==> src/rtl/sample_scheduler_if.sv <==
//------------------------------------------------------------------------------
// sample_scheduler_if
// Codec/network bus bundle for the sample scheduler.
// Rev 1.0
//------------------------------------------------------------------------------
`default_nettype none

interface sample_scheduler_if #(
  parameter int W = 16
);
  logic                adc_v;
  logic signed [W-1:0] adc0;
  logic signed [W-1:0] adc1;
  logic signed [W-1:0] adc2;
  logic signed [W-1:0] adc3;

  logic                sample_clk;
  logic signed [W-1:0] sample_in0;
  logic signed [W-1:0] sample_in1;
  logic signed [W-1:0] sample_in2;
  logic signed [W-1:0] sample_in3;

  logic                net_done;
  logic signed [W-1:0] net_out0;
  logic signed [W-1:0] net_out1;
  logic signed [W-1:0] net_out2;
  logic signed [W-1:0] net_out3;

  logic signed [W-1:0] dac0;
  logic signed [W-1:0] dac1;
  logic signed [W-1:0] dac2;
  logic signed [W-1:0] dac3;
  logic                dac_v;

  logic                busy;
  logic [7:0]          n_overrun;
  logic [7:0]          n_timeout;

  modport slave (
    input  adc_v, adc0, adc1, adc2, adc3,
    input  net_done, net_out0, net_out1, net_out2, net_out3,
    output sample_clk, sample_in0, sample_in1, sample_in2, sample_in3,
    output dac0, dac1, dac2, dac3, dac_v,
    output busy, n_overrun, n_timeout
  );

  modport master (
    output adc_v, adc0, adc1, adc2, adc3,
    output net_done, net_out0, net_out1, net_out2, net_out3,
    input  sample_clk, sample_in0, sample_in1, sample_in2, sample_in3,
    input  dac0, dac1, dac2, dac3, dac_v,
    input  busy, n_overrun, n_timeout
  );
endinterface

`default_nettype wire

==> src/rtl/sample_scheduler.sv <==
//------------------------------------------------------------------------------
// sample_scheduler
// Launches one network forward pass per codec frame and returns the result.
// Rev 1.0
//------------------------------------------------------------------------------
`default_nettype none

module sample_scheduler #(
  parameter int W         = 16,
  parameter int SCLK_HIGH = 2,
  parameter int TIMEOUT   = 1024
) (
  input  wire              clk,
  input  wire              rst,
  sample_scheduler_if.slave bus
);

  localparam int c_SCLK_W = (SCLK_HIGH > 1) ? $clog2(SCLK_HIGH) : 1;
  localparam int c_WAIT_W = (TIMEOUT > 1) ? $clog2(TIMEOUT) : 1;
  localparam logic [c_SCLK_W-1:0] c_SCLK_LAST = c_SCLK_W'(SCLK_HIGH - 1);
  localparam logic [c_WAIT_W-1:0] c_WAIT_LAST = c_WAIT_W'(TIMEOUT - 1);

  typedef enum logic [1:0] {
    S_IDLE    = 2'd0,
    S_LAUNCH  = 2'd1,
    S_WAIT    = 2'd2,
    S_CAPTURE = 2'd3
  } state_t;

  state_t r_state;
  state_t w_state_next;

  logic w_accept;
  logic w_launch_end;
  logic w_capture;
  logic w_timeout;
  logic w_overrun;

  logic [c_SCLK_W-1:0] r_sclk_cnt;
  logic [c_WAIT_W-1:0] r_wait_cnt;

  logic                r_sample_clk;
  logic signed [W-1:0] r_sample_in [4];
  logic signed [W-1:0] r_dac [4];
  logic                r_dac_v;
  logic                r_busy;
  logic [7:0]          r_n_overrun;
  logic [7:0]          r_n_timeout;

  always_ff @(posedge clk or posedge rst) begin
    if (rst) begin
      r_state <= S_IDLE;
    end else begin
      r_state <= w_state_next;
    end
  end

  // net_done is checked before the timeout so a late result still wins.
  always_comb begin
    w_state_next = r_state;
    w_accept     = 1'b0;
    w_launch_end = 1'b0;
    w_capture    = 1'b0;
    w_timeout    = 1'b0;
    w_overrun    = bus.adc_v && (r_state != S_IDLE);
    case (r_state)
      S_IDLE: begin
        if (bus.adc_v) begin
          w_accept     = 1'b1;
          w_state_next = S_LAUNCH;
        end
      end
      S_LAUNCH: begin
        if (r_sclk_cnt == c_SCLK_LAST) begin
          w_launch_end = 1'b1;
          w_state_next = S_WAIT;
        end
      end
      S_WAIT: begin
        if (bus.net_done) begin
          w_capture    = 1'b1;
          w_state_next = S_CAPTURE;
        end else if (r_wait_cnt == c_WAIT_LAST) begin
          w_timeout    = 1'b1;
          w_state_next = S_IDLE;
        end
      end
      S_CAPTURE: begin
        w_state_next = S_IDLE;
      end
      default: begin
        w_state_next = S_IDLE;
      end
    endcase
  end

  always_ff @(posedge clk or posedge rst) begin
    if (rst) begin
      r_sclk_cnt   <= '0;
      r_wait_cnt   <= '0;
      r_sample_clk <= 1'b0;
      r_dac_v      <= 1'b0;
      r_busy       <= 1'b0;
      r_n_overrun  <= 8'd0;
      r_n_timeout  <= 8'd0;
      for (int i = 0; i < 4; i++) begin
        r_sample_in[i] <= '0;
        r_dac[i]       <= '0;
      end
    end else begin
      r_busy  <= (w_state_next != S_IDLE);
      r_dac_v <= w_capture;

      if (r_state == S_LAUNCH) begin
        r_sclk_cnt <= r_sclk_cnt + 1'b1;
      end else begin
        r_sclk_cnt <= '0;
      end

      if (r_state == S_WAIT) begin
        r_wait_cnt <= r_wait_cnt + 1'b1;
      end else begin
        r_wait_cnt <= '0;
      end

      if (w_accept) begin
        r_sample_clk   <= 1'b1;
        r_sample_in[0] <= bus.adc0;
        r_sample_in[1] <= bus.adc1;
        r_sample_in[2] <= bus.adc2;
        r_sample_in[3] <= bus.adc3;
      end else if (w_launch_end) begin
        r_sample_clk <= 1'b0;
      end

      if (w_capture) begin
        r_dac[0] <= bus.net_out0;
        r_dac[1] <= bus.net_out1;
        r_dac[2] <= bus.net_out2;
        r_dac[3] <= bus.net_out3;
      end

      if (w_overrun && (r_n_overrun != 8'hFF)) begin
        r_n_overrun <= r_n_overrun + 8'd1;
      end

      if (w_timeout && (r_n_timeout != 8'hFF)) begin
        r_n_timeout <= r_n_timeout + 8'd1;
      end
    end
  end

  assign bus.sample_clk = r_sample_clk;
  assign bus.sample_in0 = r_sample_in[0];
  assign bus.sample_in1 = r_sample_in[1];
  assign bus.sample_in2 = r_sample_in[2];
  assign bus.sample_in3 = r_sample_in[3];
  assign bus.dac0       = r_dac[0];
  assign bus.dac1       = r_dac[1];
  assign bus.dac2       = r_dac[2];
  assign bus.dac3       = r_dac[3];
  assign bus.dac_v      = r_dac_v;
  assign bus.busy       = r_busy;
  assign bus.n_overrun  = r_n_overrun;
  assign bus.n_timeout  = r_n_timeout;

endmodule

`default_nettype wire

==> src/flat_wrapper.sv <==
// flat-port wrapper written by rule: the top's interface ports become plain ports
module sample_scheduler_flat 
#(
  parameter int W         = 16,
  parameter int SCLK_HIGH = 2,
  parameter int TIMEOUT   = 1024
)
  (clk, rst, bus_adc_v, bus_adc0, bus_adc1, bus_adc2, bus_adc3, bus_net_done, bus_net_out0, bus_net_out1, bus_net_out2, bus_net_out3, bus_sample_clk, bus_sample_in0, bus_sample_in1, bus_sample_in2, bus_sample_in3, bus_dac0, bus_dac1, bus_dac2, bus_dac3, bus_dac_v, bus_busy, bus_n_overrun, bus_n_timeout);
  sample_scheduler_if #(.W(W)) bus_i ();
  input  wire clk;
  input  wire rst;
  input wire logic [$bits(bus_i.adc_v)-1:0] bus_adc_v;
  input wire logic [$bits(bus_i.adc0)-1:0] bus_adc0;
  input wire logic [$bits(bus_i.adc1)-1:0] bus_adc1;
  input wire logic [$bits(bus_i.adc2)-1:0] bus_adc2;
  input wire logic [$bits(bus_i.adc3)-1:0] bus_adc3;
  input wire logic [$bits(bus_i.net_done)-1:0] bus_net_done;
  input wire logic [$bits(bus_i.net_out0)-1:0] bus_net_out0;
  input wire logic [$bits(bus_i.net_out1)-1:0] bus_net_out1;
  input wire logic [$bits(bus_i.net_out2)-1:0] bus_net_out2;
  input wire logic [$bits(bus_i.net_out3)-1:0] bus_net_out3;
  output wire logic [$bits(bus_i.sample_clk)-1:0] bus_sample_clk;
  output wire logic [$bits(bus_i.sample_in0)-1:0] bus_sample_in0;
  output wire logic [$bits(bus_i.sample_in1)-1:0] bus_sample_in1;
  output wire logic [$bits(bus_i.sample_in2)-1:0] bus_sample_in2;
  output wire logic [$bits(bus_i.sample_in3)-1:0] bus_sample_in3;
  output wire logic [$bits(bus_i.dac0)-1:0] bus_dac0;
  output wire logic [$bits(bus_i.dac1)-1:0] bus_dac1;
  output wire logic [$bits(bus_i.dac2)-1:0] bus_dac2;
  output wire logic [$bits(bus_i.dac3)-1:0] bus_dac3;
  output wire logic [$bits(bus_i.dac_v)-1:0] bus_dac_v;
  output wire logic [$bits(bus_i.busy)-1:0] bus_busy;
  output wire logic [$bits(bus_i.n_overrun)-1:0] bus_n_overrun;
  output wire logic [$bits(bus_i.n_timeout)-1:0] bus_n_timeout;
  assign bus_i.adc_v = bus_adc_v;
  assign bus_i.adc0 = bus_adc0;
  assign bus_i.adc1 = bus_adc1;
  assign bus_i.adc2 = bus_adc2;
  assign bus_i.adc3 = bus_adc3;
  assign bus_i.net_done = bus_net_done;
  assign bus_i.net_out0 = bus_net_out0;
  assign bus_i.net_out1 = bus_net_out1;
  assign bus_i.net_out2 = bus_net_out2;
  assign bus_i.net_out3 = bus_net_out3;
  assign bus_sample_clk = bus_i.sample_clk;
  assign bus_sample_in0 = bus_i.sample_in0;
  assign bus_sample_in1 = bus_i.sample_in1;
  assign bus_sample_in2 = bus_i.sample_in2;
  assign bus_sample_in3 = bus_i.sample_in3;
  assign bus_dac0 = bus_i.dac0;
  assign bus_dac1 = bus_i.dac1;
  assign bus_dac2 = bus_i.dac2;
  assign bus_dac3 = bus_i.dac3;
  assign bus_dac_v = bus_i.dac_v;
  assign bus_busy = bus_i.busy;
  assign bus_n_overrun = bus_i.n_overrun;
  assign bus_n_timeout = bus_i.n_timeout;
  sample_scheduler #(.W(W), .SCLK_HIGH(SCLK_HIGH), .TIMEOUT(TIMEOUT)) u_core (.clk(clk), .rst(rst), .bus(bus_i));
endmodule
==> config.mk <==
export PLATFORM = sky130hd
export DESIGN_NAME = sample_scheduler_flat
export DESIGN_NICKNAME = d
export VERILOG_FILES = /design/src/rtl/sample_scheduler_if.sv /design/src/rtl/sample_scheduler.sv /design/src/flat_wrapper.sv
export SDC_FILE = /design/constraint.sdc
export NUM_CORES = 1
export LEC_CHECK = 0
export CORE_MARGIN = 5
export CORE_UTILIZATION = 38
export CTS_CLUSTER_SIZE = 8
export DETAILED_ROUTE_END_ITERATION = 12
export MAX_ROUTING_LAYER = met4
export PLACE_DENSITY = 0.77
export SETUP_SLACK_MARGIN = 0.3
export SYNTH_ARGS = -nofsm -noshare
export SYNTH_HDL_FRONTEND = slang
export SYNTH_SLANG_ARGS = --single-unit
==> constraint.sdc <==
create_clock -name clk -period 5.5 [get_ports clk]
set_clock_uncertainty 0.2 [all_clocks]
set_input_delay 1.1 -clock clk [delete_from_list [all_inputs] [get_ports clk]]
set_output_delay 1.1 -clock clk [all_outputs]
set_load 0.005 [all_outputs]
# == Yosys cells after proc, flatten, opt, wreduce, memory -nomap -nowiden ==
# Index checks and enable logic that the tools add are counted.
# word_totals
reg_bits,160
in_bits,132
# classes
mux,18
n_reduce_logical,7
n_addsub,4
eq_ne,6
# ops
op,n
$add 8x1->8 const B,2
$ne 8x8->1 const B,2
$mux 1,12
$add 10x1->10 const B,1
$eq 10x10->1 const B,1
$mux 10,1
$mux 2,4
$pmux 2 s4,1
$reduce_bool 2->1,3
$eq 2x2->1 const B,2
$logic_and 1x1->1,3
$eq 2x1->1 const B,1
$logic_not 2->1,1
$add 1x1->1 const B,1

# == Logic depth before layout (Yosys ltp) ==
# logic_depth
depth_word,5
mapped_depth,6
ltp_nobuf,5

# == Least setup slack after synthesis ==
# No wires, ideal clock.
# synth_path
path_type,input port to flip-flop
start,in bus_adc_v
end,reg u_core.r_sample_in (netlist bit u_core.bus.sample_in0[0])
path_buffers,2
required_ps,5175
setup_time_ps,125
slack_ps,3163
arrival_ps,2012
cell_stages,4
path_cell_list,nor3b_1 > buf_2 > buf_4 > mux2_2
# synth_via
elab_chain_len,2
# synth_lines
item,line,text
"start, declared",flat_wrapper.sv:12,input wire logic [$bits(bus_i.adc_v)-1:0] bus_adc_v;
$mux 1,sample_scheduler.sv:68,if (bus.adc_v) begin
$mux 1,sample_scheduler.sv:66,case (r_state)
"end, declared",sample_scheduler.sv:43,logic signed [W-1:0] r_sample_in [4];
# Every way passes these cells.
# A chain may end at the register's enable or synchronous reset.

# == Worst setup path in the final report ==
# layout_path
start,in bus_adc_v
end,reg u_core.r_sample_in (netlist bit u_core.bus.sample_in3[2])
# Same word-level chain as after synthesis.

==> flow_summary.json <==
{
  "crit_fanout": 63,
  "cp-start-kind": "primary input",
  "synth.distinct_cells": 33,
  "grt_pass1_wl_um": 26000,
  "drtIter0Drc": 143,
  "dp.cells": 884,
  "required_ps": 5600,
  "synth.area.mux_share": 0.239,
  "ys_ff_latch": 160,
  "drv_slew": 0,
  "yosys_warnings": 0,
  "fill_cells": 1281,
  "leakage_nw": 4.12,
  "wl_per_cell_um": 17.9,
  "die-area_um2": 19100,
  "cts_buffers": 17,
  "drive_above_1_share": 0.249,
  "fin_cells": 916,
  "areaGrowthSynthToFinish_pct": 57.2,
  "synth_area_per_cell_um2": 15.5,
  "portBuffers": 278,
  "grt_pass1_vias": 4942,
  "postCtsSetupBuffers": 0,
  "antenna_found_initial": 0,
  "core-area_um2": 16000,
  "grt_usage": 0.177,
  "synth-compound-area-share": 0.00983,
  "period_needed_ps": 2980,
  "setup_violations": 0,
  "start_util": 0.390,
  "nets": 822,
  "yosys-top-cells-area": "dfrtp_1, mux2_2, xor2_1",
  "holdBufCountCts": 0,
  "cts_max_path_buffers": 2,
  "h-tree-depth": 4,
  "viasPerCell": 4.73,
  "worstPathArrival_ps": 3080,
  "die_w_um": 138,
  "min-delay-path-class": "reg -> reg",
  "critPathCaptureType": "register",
  "netlist_instances": 403,
  "cts_sinks": 160,
  "synthTopCellsByCount": "dfrtp_1, mux2_2, nor2_1, xor2_1, buf_4",
  "clock_latency_ps": 410,
  "synth_nets": 538,
  "die_y_um": 138,
  "cap_violations": 0,
  "rsz0062_at_grt": "no",
  "worstSetupPathType": "in -> reg",
  "ys_seq_area_frac": 0.642,
  "synth-xor-area-share": 0.0253,
  "synth_edf_count": 0,
  "cts.clk_slew.worst_paths_ps": 60,
  "fmax_mhz": 335,
  "syn_area_um2": 6240,
  "synth_top_family_by_area": "multiplexers",
  "synth_most_common_cell": "dfrtp_1",
  "ctsResizeCount": 0,
  "boundaryPins": 279,
  "status": "complete, no violations",
  "n_antenna_cell": 0,
  "hpwl_um": 12500,
  "synthAdderAreaFrac": 0.00602,
  "grt_overflow": 0,
  "post-synth-top-area-cell": "dfrtp_1",
  "period_share": 0.542,
  "ant_nets": 0,
  "vias": 4332,
  "peakVddDrop_mv": 0.239,
  "grt_max_degree": 86,
  "ys_async_sr_fraction": 1.00,
  "drtPass1Iterations": 4,
  "slew_headroom": 0.455,
  "rows": 46,
  "fin_tns_setup_ps": 0,
  "synthSimpleGateAreaFrac": 0.0574,
  "worstMarginPinSlew_ps": 817,
  "rr_worst_depth": 4,
  "drc": 0,
  "place_congestion": 0.770,
  "cts_tree": "done",
  "synth_top_area_share": 0.642,
  "holdPathStages": 1,
  "finalHoldViolCount": 0,
  "cts_root_buffer": "clkbuf_16",
  "power.density_nw_per_um2": 524,
  "drt-total-wl_um": 16400,
  "synth-main-ff-cell": "dfrtp_1"
}
[through the flow]
stage	util	power, mW	setup slack [ps]	hold WS, ps	instance area, um2
6_report	0.613	5.14	2520	287	9810
5_1_grt	0.613	5.43	2460	296	9810
4_1_cts	0.613	5.22	2540	282	9810
3_5_place_dp	0.577	4.06	2120	274	9240
3_3_place_gp	0.577	3.97	2210	262	9240
2_1_floorplan	-	2.72	2170	248	6240
[final timing paths]
check                                           from  slack [ps]                        to
min in group asynchronous                        rst         870       u_core.bus.dac0[11]
worst min register to register  u_core.r_wait_cnt[0]         290      u_core.r_wait_cnt[0]
worst min-delay path            u_core.r_wait_cnt[0]         290      u_core.r_wait_cnt[0]
worst max-delay path                       bus_adc_v        2520  u_core.bus.sample_in3[2]
worst max register to register     u_core.r_state[1]        3170        u_core.bus.dac3[2]
max in group asynchronous                        rst        3200  u_core.bus.sample_in3[1]
[layout make-up]
type                       count  area (um2)  share of cell area
sequential                   160        4000               0.408
timing repair buffer         282        2830               0.288
multi-input combinational    220        2110               0.215
tap                          216         270              0.0276
inverter                       6        26.3             0.00268
clock inverter                 9        81.3             0.00829
clock buffer                  23         488              0.0498
[per-layer routing]
metal | up-vias | GRT usage | share of wire
li1 | 1984 | - | -
met1 | 2139 | 0.175 | 0.35
met2 | 162 | 0.309 | 0.55
met3 | 47 | 0.0610 | 0.061
met4 | 0 | 0.0884 | 0.043
met5 | - | - | 0
[where the power goes]
| group | internal [mW] | total, mW | switching, mW | leakage (nW) |
|---|---|---|---|---|
| clock network | 0.669 | 1.13 | 0.457 | 0.275 |
| logic | 1.39 | 2.01 | 0.619 | 1.90 |
| registers | 1.70 | 2.01 | 0.306 | 1.95 |
| total | 3.76 | 5.14 | 1.38 | 4.12 |
[cells by family after synthesis]
group                      count (synthesis)
muxes                                    132
adders and majority gates                  3
DFF                                      160
and+or+nand+nor                           57
AOI/OAI and AO/OA                         10
buffers and inverters                     23
xor gates and xnor gates                  18
[flip-flops by register name (all words and copies together), names as in the netlist]
name / count
u_core.bus.sample_in1: 16
u_core.bus.n_overrun: 8
u_core.bus.sample_in3: 16
u_core.bus.dac2: 16
u_core.bus.dac1: 16
u_core.r_state: 2
u_core.bus.dac_v: 1
u_core.bus.sample_in0: 16
u_core.r_wait_cnt: 10
u_core.bus.busy: 1
u_core.bus.sample_in2: 16
u_core.r_sclk_cnt: 1
u_core.bus.sample_clk: 1
u_core.bus.dac0: 16
u_core.bus.n_timeout: 8
u_core.bus.dac3: 16
[worst max-delay path: stages]
cell and delay, ps:
clkdlybuf4s50_1 550, nor3b_2 280, buf_4 660, mux2_2 410
[cell usage in the layout (no fill, tap or decap), drive strengths merged, types with 3 or more instances in the layout]
| master | synthesis | routed |
|---|---|---|
| dfrtp | 160 | 160 |
| nand2b | 3 | 3 |
| clkinvlp | 0 | 4 |
| mux2 | 132 | 132 |
| ha | 3 | 3 |
| nor2 | 11 | 11 |
| and3 | 4 | 4 |
| inv | 6 | 6 |
| nand4 | 7 | 7 |
| clkdlybuf4s50 | 0 | 278 |
| or3 | 3 | 3 |
| nand2 | 6 | 6 |
| o21ai | 5 | 5 |
| clkinv | 0 | 4 |
| buf | 15 | 4 |
| xor2 | 11 | 11 |
| nor3 | 3 | 3 |
| clkbuf | 2 | 23 |
| xnor2 | 7 | 7 |
| nand3 | 10 | 10 |
| a21oi | 3 | 3 |
Power figures use the tool's default switching activity.
